File: config.mk
export PLATFORM = sky130hd
export DESIGN_NAME = rr_index_arbiter
export DESIGN_NICKNAME = d
export VERILOG_FILES = /design/src/rtl/rr_index_arbiter.sv
export SDC_FILE = /design/constraint.sdc
export NUM_CORES = 1
export LEC_CHECK = 0
export ABC_AREA = 1
export BUFFER_PORTS_ARGS = -buffer_cell sky130_fd_sc_hd__buf_4
export CAP_MARGIN = 10
export CORE_ASPECT_RATIO = 1.2
export CORE_MARGIN = 8
export CORE_UTILIZATION = 55
export DETAILED_ROUTE_END_ITERATION = 6
export PLACE_DENSITY = 0.82
export SYNTH_ARGS = -nofsm -noshare
export SYNTH_HDL_FRONTEND = slang
export SYNTH_SLANG_ARGS = --single-unit
File: constraint.sdc
create_clock -name clk -period 9.1 [get_ports clk]
set_input_delay 0.455 -clock clk [delete_from_list [all_inputs] [get_ports clk]]
set_output_delay 0.455 -clock clk [all_outputs]
set_load 0.01 [all_outputs]
File: src/rtl/rr_index_arbiter.sv
// rr_index_arbiter: round-robin arbiter presenting the granted requester as a
// binary index on a valid/ready handshake. After a grant to index k is
// accepted, the next search starts at k+1 (wrapping at N_REQ).
// Optional concurrent checks are compiled in with RR_INDEX_ARBITER_CHECKS_EN.
module rr_index_arbiter #(
    parameter int N_REQ     = 8,
    parameter int IDX_WIDTH = 3
) (
    input  logic                 clk,
    input  logic                 rst,
    input  logic [N_REQ-1:0]     req,
    output logic                 idx_valid,
    input  logic                 idx_ready,
    output logic [IDX_WIDTH-1:0] idx
);

    typedef enum logic {
        ST_IDLE  = 1'b0,
        ST_GRANT = 1'b1
    } state_t;

    localparam logic [IDX_WIDTH-1:0] LP_LAST = IDX_WIDTH'(N_REQ - 1);

    state_t               r_state;
    state_t               w_state_nxt;
    logic [IDX_WIDTH-1:0] r_ptr;
    logic [IDX_WIDTH-1:0] w_ptr_nxt;
    logic [IDX_WIDTH-1:0] r_idx;
    logic [IDX_WIDTH-1:0] w_idx_nxt;
    logic [IDX_WIDTH-1:0] w_idx_inc;
    logic                 w_any_req;
    logic                 w_load;

    // First set bit of v at or after position p, wrapping at N_REQ. Each
    // candidate's circular distance from p is compared instead of rotating
    // the vector, so every index into v is a constant loop position.
    function automatic logic [IDX_WIDTH-1:0] f_sel(
        input logic [N_REQ-1:0]     v,
        input logic [IDX_WIDTH-1:0] p
    );
        logic [IDX_WIDTH-1:0] res;
        int unsigned          best_d;
        int unsigned          d;
        int unsigned          pu;
        res    = '0;
        best_d = N_REQ;
        pu     = int'(p);
        for (int unsigned j = 0; j < N_REQ; j++) begin
            d = (j >= pu) ? (j - pu) : (j + N_REQ - pu);
            if (v[j] && (d < best_d)) begin
                best_d = d;
                res    = IDX_WIDTH'(j);
            end
        end
        return res;
    endfunction

    assign w_any_req = |req;
    assign w_idx_inc = (r_idx == LP_LAST) ? '0 : r_idx + 1'b1;

    // Next-state, next pointer and next index selection
    always_comb begin
        w_state_nxt = r_state;
        w_ptr_nxt   = r_ptr;
        w_idx_nxt   = r_idx;
        w_load      = 1'b0;
        case (r_state)
            ST_IDLE: begin
                if (w_any_req) begin
                    w_idx_nxt   = f_sel(req, r_ptr);
                    w_state_nxt = ST_GRANT;
                    w_load      = 1'b1;
                end
            end
            ST_GRANT: begin
                if (idx_ready) begin
                    w_ptr_nxt = w_idx_inc;
                    if (w_any_req) begin
                        w_idx_nxt = f_sel(req, w_idx_inc);
                        w_load    = 1'b1;
                    end else begin
                        w_state_nxt = ST_IDLE;
                    end
                end
            end
            default: begin
                w_state_nxt = ST_IDLE;
            end
        endcase
    end

    // State, pointer and index registers with asynchronous reset
    always_ff @(posedge clk or posedge rst) begin
        if (rst) begin
            r_state <= ST_IDLE;
            r_ptr   <= '0;
            r_idx   <= '0;
        end else begin
            r_state <= w_state_nxt;
            r_ptr   <= w_ptr_nxt;
            r_idx   <= w_idx_nxt;
        end
    end

    assign idx_valid = (r_state == ST_GRANT);
    assign idx       = r_idx;

`ifdef RR_INDEX_ARBITER_CHECKS_EN
    a_idx_range: assert property (@(posedge clk) disable iff (rst)
        idx_valid |-> (int'(idx) < N_REQ));

    a_hold_stable: assert property (@(posedge clk) disable iff (rst)
        (idx_valid && !idx_ready) |=> (idx_valid && $stable(idx)));

    a_load_requested: assert property (@(posedge clk) disable iff (rst)
        w_load |-> req[w_idx_nxt]);

    a_no_empty_load: assert property (@(posedge clk) disable iff (rst)
        (req == '0) |-> !w_load);
`endif

endmodule

# Yosys cells after proc, flatten, opt, wreduce, memory -nomap -nowiden

Cells that the tools add are included.

Add/subtract/negate cells: 31
Multipliers: 0
Div/mod/pow operators: 0
Magnitude comparators: 30
Equal/unequal tests: 4
Shift-type cells: 0
Mux-type cells: 85
Bitwise gates (word level): 1
Reductions and logical operators: 19

Operator list:

| operator                                                                            | count |
|---|---|
| 32-bit 2-to-1 mux                                                                   | 63 |
| 32-bit < comparator                                                                 | 14 |
| 4-bit by 3-bit subtractor with 5-bit output (first input constant)                  | 14 |
| 32-bit by 4-bit < comparator with 1-bit output (second input constant)              | 2 |
| 3-bit 2-to-1 mux                                                                    | 16 |
| 3-bit by 3-bit subtractor with 4-bit output (first input constant)                  | 8 |
| 3-bit greater-or-equal comparator (first input constant)                            | 6 |
| 1-bit logical AND                                                                   | 16 |
| 1-bit by 3-bit subtractor with 4-bit output (first input constant)                  | 4 |
| 2-bit by 3-bit subtractor with 4-bit output (first input constant)                  | 4 |
| 1-bit by 3-bit greater-or-equal comparator with 1-bit output (first input constant) | 4 |
| 2-bit by 3-bit greater-or-equal comparator with 1-bit output (first input constant) | 4 |
| 8-bit OR reduction                                                                  | 1 |
| 3-bit case mux with 2 select lines                                                  | 1 |
| 1-bit 2-to-1 mux                                                                    | 4 |
| 2-bit != test (second input constant)                                               | 2 |
| 3-bit by 1-bit adder with 3-bit output (second input constant)                      | 1 |
| 3-bit equality test (second input constant)                                         | 1 |
| 3-bit AND reduction                                                                 | 1 |
| 2-bit by 1-bit != test with 1-bit output (second input constant)                    | 1 |
| 1-bit case mux with 2 select lines                                                  | 1 |
| 2-bit AND reduction                                                                 | 1 |
| 1-bit NOT                                                                           | 1 |

Register bits after elaboration: 7
Latch bits: 0
RAM bits: 0
Memory bits (read-only): 0
Logic and storage cells: 173
Memories: 0

# Depth between registers and ports, before layout

Depth after elaboration: 52
Gate-level depth with buffers: 78
Gate-level depth less buffers: 75

# Worst setup path after synthesis

OpenSTA, ideal clock, no wires.

Path kind: register to register
Start: register r_ptr[1]
End: register r_idx[0] (netlist: idx[0])
Data arrival time: 8.570 ns
Required time: 8.983 ns
Slack: 0.413 ns
Cell stages (with the launch flop): 69
Path through: dfrtp_1 > inv_1 > ha_1 > ha_1 > ha_1 > nand2_1 > inv_1 > nand2_1 > ha_1 > a21oi_1 > o21ai_1 > o21ai_1 > nand2_1 > clkbuf_1 > o21ai_0 > ha_1 > o21ai_1 > nand2_1 > (+33 left out) > a211o_1 > inv_1 > nand2_1 > nand2_1 > nand2_1 > nand2_1 > o21ai_1 > ha_1 > o21a_1 > nand2_1 > nand2_1 > nand2_1 > nand2_1 > nand2_1 > nand2_1 > a21oi_1 > nand2_1 > nand2_1

Word-level cells in the longest chain between the ends: 42
Elaborated cells on any way between the ends: 75
Classes of those cells: add/sub: 15; order compare: 15; mux: 37; reduce/logical: 8

Ends and longest elaborated chain:

| item                                                                | RTL line | source |
|---|---|---|
| start, declared                                                     | 26       | `logic [IDX_WIDTH-1:0] r_ptr;` |
| start signal, assigned                                              | 100      | `r_ptr <= w_ptr_nxt;` |
| 4-bit by 3-bit subtractor with 5-bit output (tied with other cells) | 49       | `d = (j >= pu) ? (j - pu) : (j + N_REQ - pu);` |
| 32-bit 2-to-1 mux                                                   | 49       |  |
| 32-bit by 4-bit < comparator with 1-bit output                      | 50       | `if (v[j] && (d < best_d)) begin` |
| 1-bit logical AND                                                   | 50       |  |
| 32-bit 2-to-1 mux                                                   | 50       |  |
| 32-bit 2-to-1 mux                                                   | 69       | `if (w_any_req) begin` |
| 32-bit 2-to-1 mux                                                   | 67       | `case (r_state)` |
| 32-bit < comparator                                                 | 50       |  |
| (+26 left out)                                                      | --       |  |
| 32-bit 2-to-1 mux                                                   | 50       |  |
| 32-bit 2-to-1 mux                                                   | 69       |  |
| 32-bit 2-to-1 mux                                                   | 67       |  |
| 32-bit < comparator                                                 | 50       |  |
| 1-bit logical AND                                                   | 50       |  |
| 3-bit 2-to-1 mux (*)                                                | 50       |  |
| 3-bit 2-to-1 mux (*)                                                | 69       |  |
| 3-bit case mux with 2 select lines (*)                              | 67       |  |
| end signal, assigned                                                | 101      | `r_idx <= w_idx_nxt;` |
| end, declared                                                       | 28       | `logic [IDX_WIDTH-1:0] r_idx;` |

Every way passes the cells marked *; elsewhere a longest branch is shown, timed or not. The select of a mux whose other input is x is not followed.
A chain may end at the register's enable or synchronous reset.

# Worst setup path in the final report

Start: register r_idx[0] (netlist: idx[0])
End: register r_idx[0] (netlist: idx[0])

Word-level cells in the longest chain between the ends: 52
Elaborated cells on any way between the ends: 86
Classes of those cells: add/sub: 16; order compare: 15; eq/ne: 1; mux: 46; reduce/logical: 8

Ends and longest elaborated chain:

| item                                                                          | RTL line | source |
|---|---|---|
| 3-bit by 1-bit adder with 3-bit output or 3-bit equality test (tied branches) | 59       | `assign w_idx_inc = (r_idx == LP_LAST) ? '0 : r_idx + 1'b1;` |
| 3-bit 2-to-1 mux (*)                                                          | 59       |  |
| via w_idx_inc[1]                                                              | 30       | `logic [IDX_WIDTH-1:0] w_idx_inc;` |
| 4-bit by 3-bit subtractor with 5-bit output (tied with other cells)           | 49       |  |
| 32-bit 2-to-1 mux                                                             | 49       |  |
| 32-bit by 4-bit < comparator with 1-bit output                                | 50       |  |
| 1-bit logical AND                                                             | 50       |  |
| 32-bit 2-to-1 mux                                                             | 50       |  |
| (+37 left out)                                                                | --       |  |
| 32-bit 2-to-1 mux                                                             | 76       | `if (idx_ready) begin` |
| 32-bit 2-to-1 mux                                                             | 67       |  |
| 32-bit < comparator                                                           | 50       |  |
| 1-bit logical AND                                                             | 50       |  |
| 3-bit 2-to-1 mux (*)                                                          | 50       |  |
| 3-bit 2-to-1 mux (*)                                                          | 78       | `if (w_any_req) begin` |
| 3-bit 2-to-1 mux (*)                                                          | 76       |  |
| 3-bit case mux with 2 select lines (*)                                        | 67       |  |

The timed path passes the listed nets; every way through them passes the cells marked *. The select of a mux whose other input is x is not followed.

==> parameters.txt <==
Parameter                              Value

Status
  Run status ... completed

Yosys
  Xor and xnor area share after synthesis ... 0
  Avg Inst Size Synth ... 6.07 um^2
  Cells after synthesis ... ~540
  Compound-cell area share of the yosys netlist ... 0.130
  Library cell occupying the most area in the post-synthesis netlist ... ha_1
  Top cell type's share of synthesized area ... 0.341
  Share of synthesized area spent on multiplexers ... 0
  Largest cells by area after synthesis ... ha_1 34%, nand2_1 20%, inv_1 9.1%
  Synth Warn # ... 0
  Number of flip-flops and latches in the synthesized netlist ... 7
  Synth Area in Adders ... 0.341
  Post-Syn Area ... 3260 um^2
  Largest family of logic cells by synthesized area ... simple AND/OR/NAND/NOR gates
  Sequential cell area fraction in the yosys report ... 0.0537
  Synthesized-area fraction occupied by and/or/nand/nor cells ... 0.363
  Count of unique library cells instantiated by Yosys ... 30

Worst setup path
  Critical-path maximum fanout ... 11
  CP Capture Type ... flop
  Kind of cell adding the most delay to the critical path ... simple AND/OR/NAND/NOR gates
  Count of cells along the worst register-to-register path ... 66
  Critical Path Max Stage Delay ... roughly 0.44 ns
  Worst path bufs/invs ... 9
  Dominant cell type by count on the critical path ... nand2_1
  Kind of start point of the critical path ... flop
  Arrival time worst endpoint ... between 8 and 9 ns
  Critical Setup Path Class ... reg2reg
  Reg2reg end ... idx[0]$_DFFE_PP0P_
  Worst path required time ... 9.22 ns
  Slack of the worst reg-to-reg path ... around 0.70 ns
  Cell depth of the worst setup path ... 66
  Reg-to-reg startpoint ... idx[0]$_DFFE_PP0P_
  Highest-delay cell along the critical path ... dfrtp_2

Finish
  Design area ... approximately 3700 um^2
  FF/Latch Area ... 176 um^2
  Layout filler cell count ... about 560
  Number of standard cells in the final layout excluding fillers ... ~660
  Signed area change from the synthesized netlist to the final layout ... 14.7%
  Nets@finish ... between 600 and 700
  Most used cells in the layout excluding fill and tap cells ... 174 x nand2_1, 87 x ha_1, 77 x inv_1
  # diodes ... 0
  Multi-input gate area in the final layout ... approximately 2900 um^2
  Most common library cell in the layout ignoring fill and taps ... nand2_1
  Share of cells above drive strength 1 ... 0.163

Detailed routing
  Vias post-DR ... approximately 3400
  WL met3 ... between 200 and 300 um
  Initial DRC count ... 155
  # DRC ... 0
  Post-route ant nets ... 0
  Vias/cell ... roughly 5.2
  Highest Signal Layer ... met4
  Routed length on met1 ... about 3400 um
  Routed length on met2 ... ~4500 um
  Pre-antenna DRT Iters ... 4
  Detailed-route wire length ... between 8000 and 9000 um
  Wire length per cell ... around 13 um

Global route
  Pin count of the biggest net entering global routing ... 14
  Global-route wire length before repair ... about 14000 um
  Initial antenna violation count ... 0
  Vias in the first global route ... 3349
  Total routing resource utilization after global routing ... 0.199
  Aggregate global routing overflow ... 0

Clocking
  TritonCTS Sinks ... 7
  Root buffer cell ... clkbuf_8
  Clock tree from TritonCTS ... done
  Number of buffers created by CTS ... 3
  Clock Latency Late Sink ... around 0.23 ns
  Clock transition at path regs ... around 0.040 ns
  CTS HTree Levels ... 1
  Buffer depth of the longest clock path ... 2

STA
  Share of the clock period used by the worst path ... 0.924
  Worst Tran Pin Value ... between 0.8 and 0.9 ns
  Final hold slack ... 0.164 ns
  Final min period ... around 8.4 ns
  Achievable clock frequency ... between 0.1 and 0.15 GHz
  Number of endpoints with negative hold slack in the final report ... 0
  Smallest setup slack after layout ... 0.696 ns
  Setup skew after layout ... 0.00195 ns
  Worst-case headroom to the max-slew limit ... 0.430
  Final count of pins violating max slew ... 0
  Final count of negative-setup-slack endpoints ... 0

Hold path
  Worst hold path class ... in2async

Run
  Number of maximum-capacitance constraint violations ... 0

Placement
  Post-placement cell area ... ~3600 um^2
  Post-placement cell count ... 650
  Placer congestion estimate ... around 0.94
  Number of input and output port buffers inserted ... 14
  Sum of net half-perimeters after detailed placement ... around 6900 um
  Post-place setup slack ... about 0.12 ns

Floorplanning
  Boundary Pins ... 15
  Height of the die ... around 100 um
  Standard-cell rows ... 30
  Initial core utilization ... 0.572
  DIE AREA ... around 8700 um^2
  Width of the die ... around 86 um
  Core ar. ... approximately 5700 um^2
registers in the layout (all words and copies together) (netlist names):
name	cells
idx	3
idx_valid	1
r_ptr	3
per-layer routing:
metal,global-route usage,vias up
met3,0.0213,19
met4,0.0717,0
met2,0.394,68
li1,-,1788
met1,0.205,1540
met5,0,-
through the flow:
step	setup TNS, ns	utilization
floorplan	0	-
global placement	0	0.626
detailed placement	0	0.626
CTS	0	0.634
global route	-0.0978	0.656
finish	0	0.656
timing repair:
| action | in CTS | in global routing |
|---|---|---|
| resized for setup | 0 | 40 |
| hold buffers | 0 | 0 |
| hold endpoints to repair | 0 | 0 |
| buffers inserted | 0 | 4 |
| endpoints found under the setup margin | 0 | 3 |
worst reg2reg max path, delay by kind of cell, from the launching register on:
kind,cells,cell delay [ns]
fa+ha+maj,12,3.09
buf+inv,9,0.61
simple gates,40,3.34
flops,1,0.44
compound gates,5,0.80
cells by family (layout without fill, tap and decap cells):
family	Yosys count	count (layout)
fa+ha+maj	89	89
compound gates	75	75
flops	7	7
simple gates	274	274
other cells	1	11
buf+inv	92	122
area by class of cell:
cell class / count / area share
flip-flops and latches: 7 / 0.0471
repair buffers: 32 / 0.0652
well taps: 80 / 0.0267
clock buffers: 4 / 0.0120
multi-input cells: 449 / 0.762
inverters: 86 / 0.0869
cells in the mapped netlist:
cell type    n
a211o_1      5
a21boi_0     1
a21boi_1     2
a21oi_1     16
a31oi_1      1
buf_2        1
buf_6        2
clkbuf_1     3
conb_1       1
dfrtp_1      7
ha_1        89
inv_1       79
inv_2        7
nand2_1    177
nand2_2     20
nand2_4      4
nand3_1     33
nand4_1      1
nor2_1      33
nor2_4       3
nor4_1       1
o2111ai_1    1
o211ai_1     1
o21a_1       2
o21ai_0     30
o21ai_1     12
o21ai_2      1
o21bai_1     3
or2_2        1
or2_4        1
worst max-delay path by stage:
stage	slack [ns]	from	to
2_1_floorplan	0.41	r_ptr[1]$_DFFE_PP0P_	idx[0]$_DFFE_PP0P_
3_3_place_gp	0.42	r_ptr[0]$_DFFE_PP0P_	idx[2]$_DFFE_PP0P_
3_5_place_dp	0.12	r_ptr[1]$_DFFE_PP0P_	idx[0]$_DFFE_PP0P_
4_1_cts	0.12	r_ptr[1]$_DFFE_PP0P_	idx[0]$_DFFE_PP0P_
5_1_grt	-0.04	r_ptr[1]$_DFFE_PP0P_	idx[1]$_DFFE_PP0P_
6_report	0.70	idx[0]$_DFFE_PP0P_	idx[0]$_DFFE_PP0P_
Power is left out: the tool's default activity adds up to more than one toggle a clock period on the data nets, which glitch-free logic cannot reach.
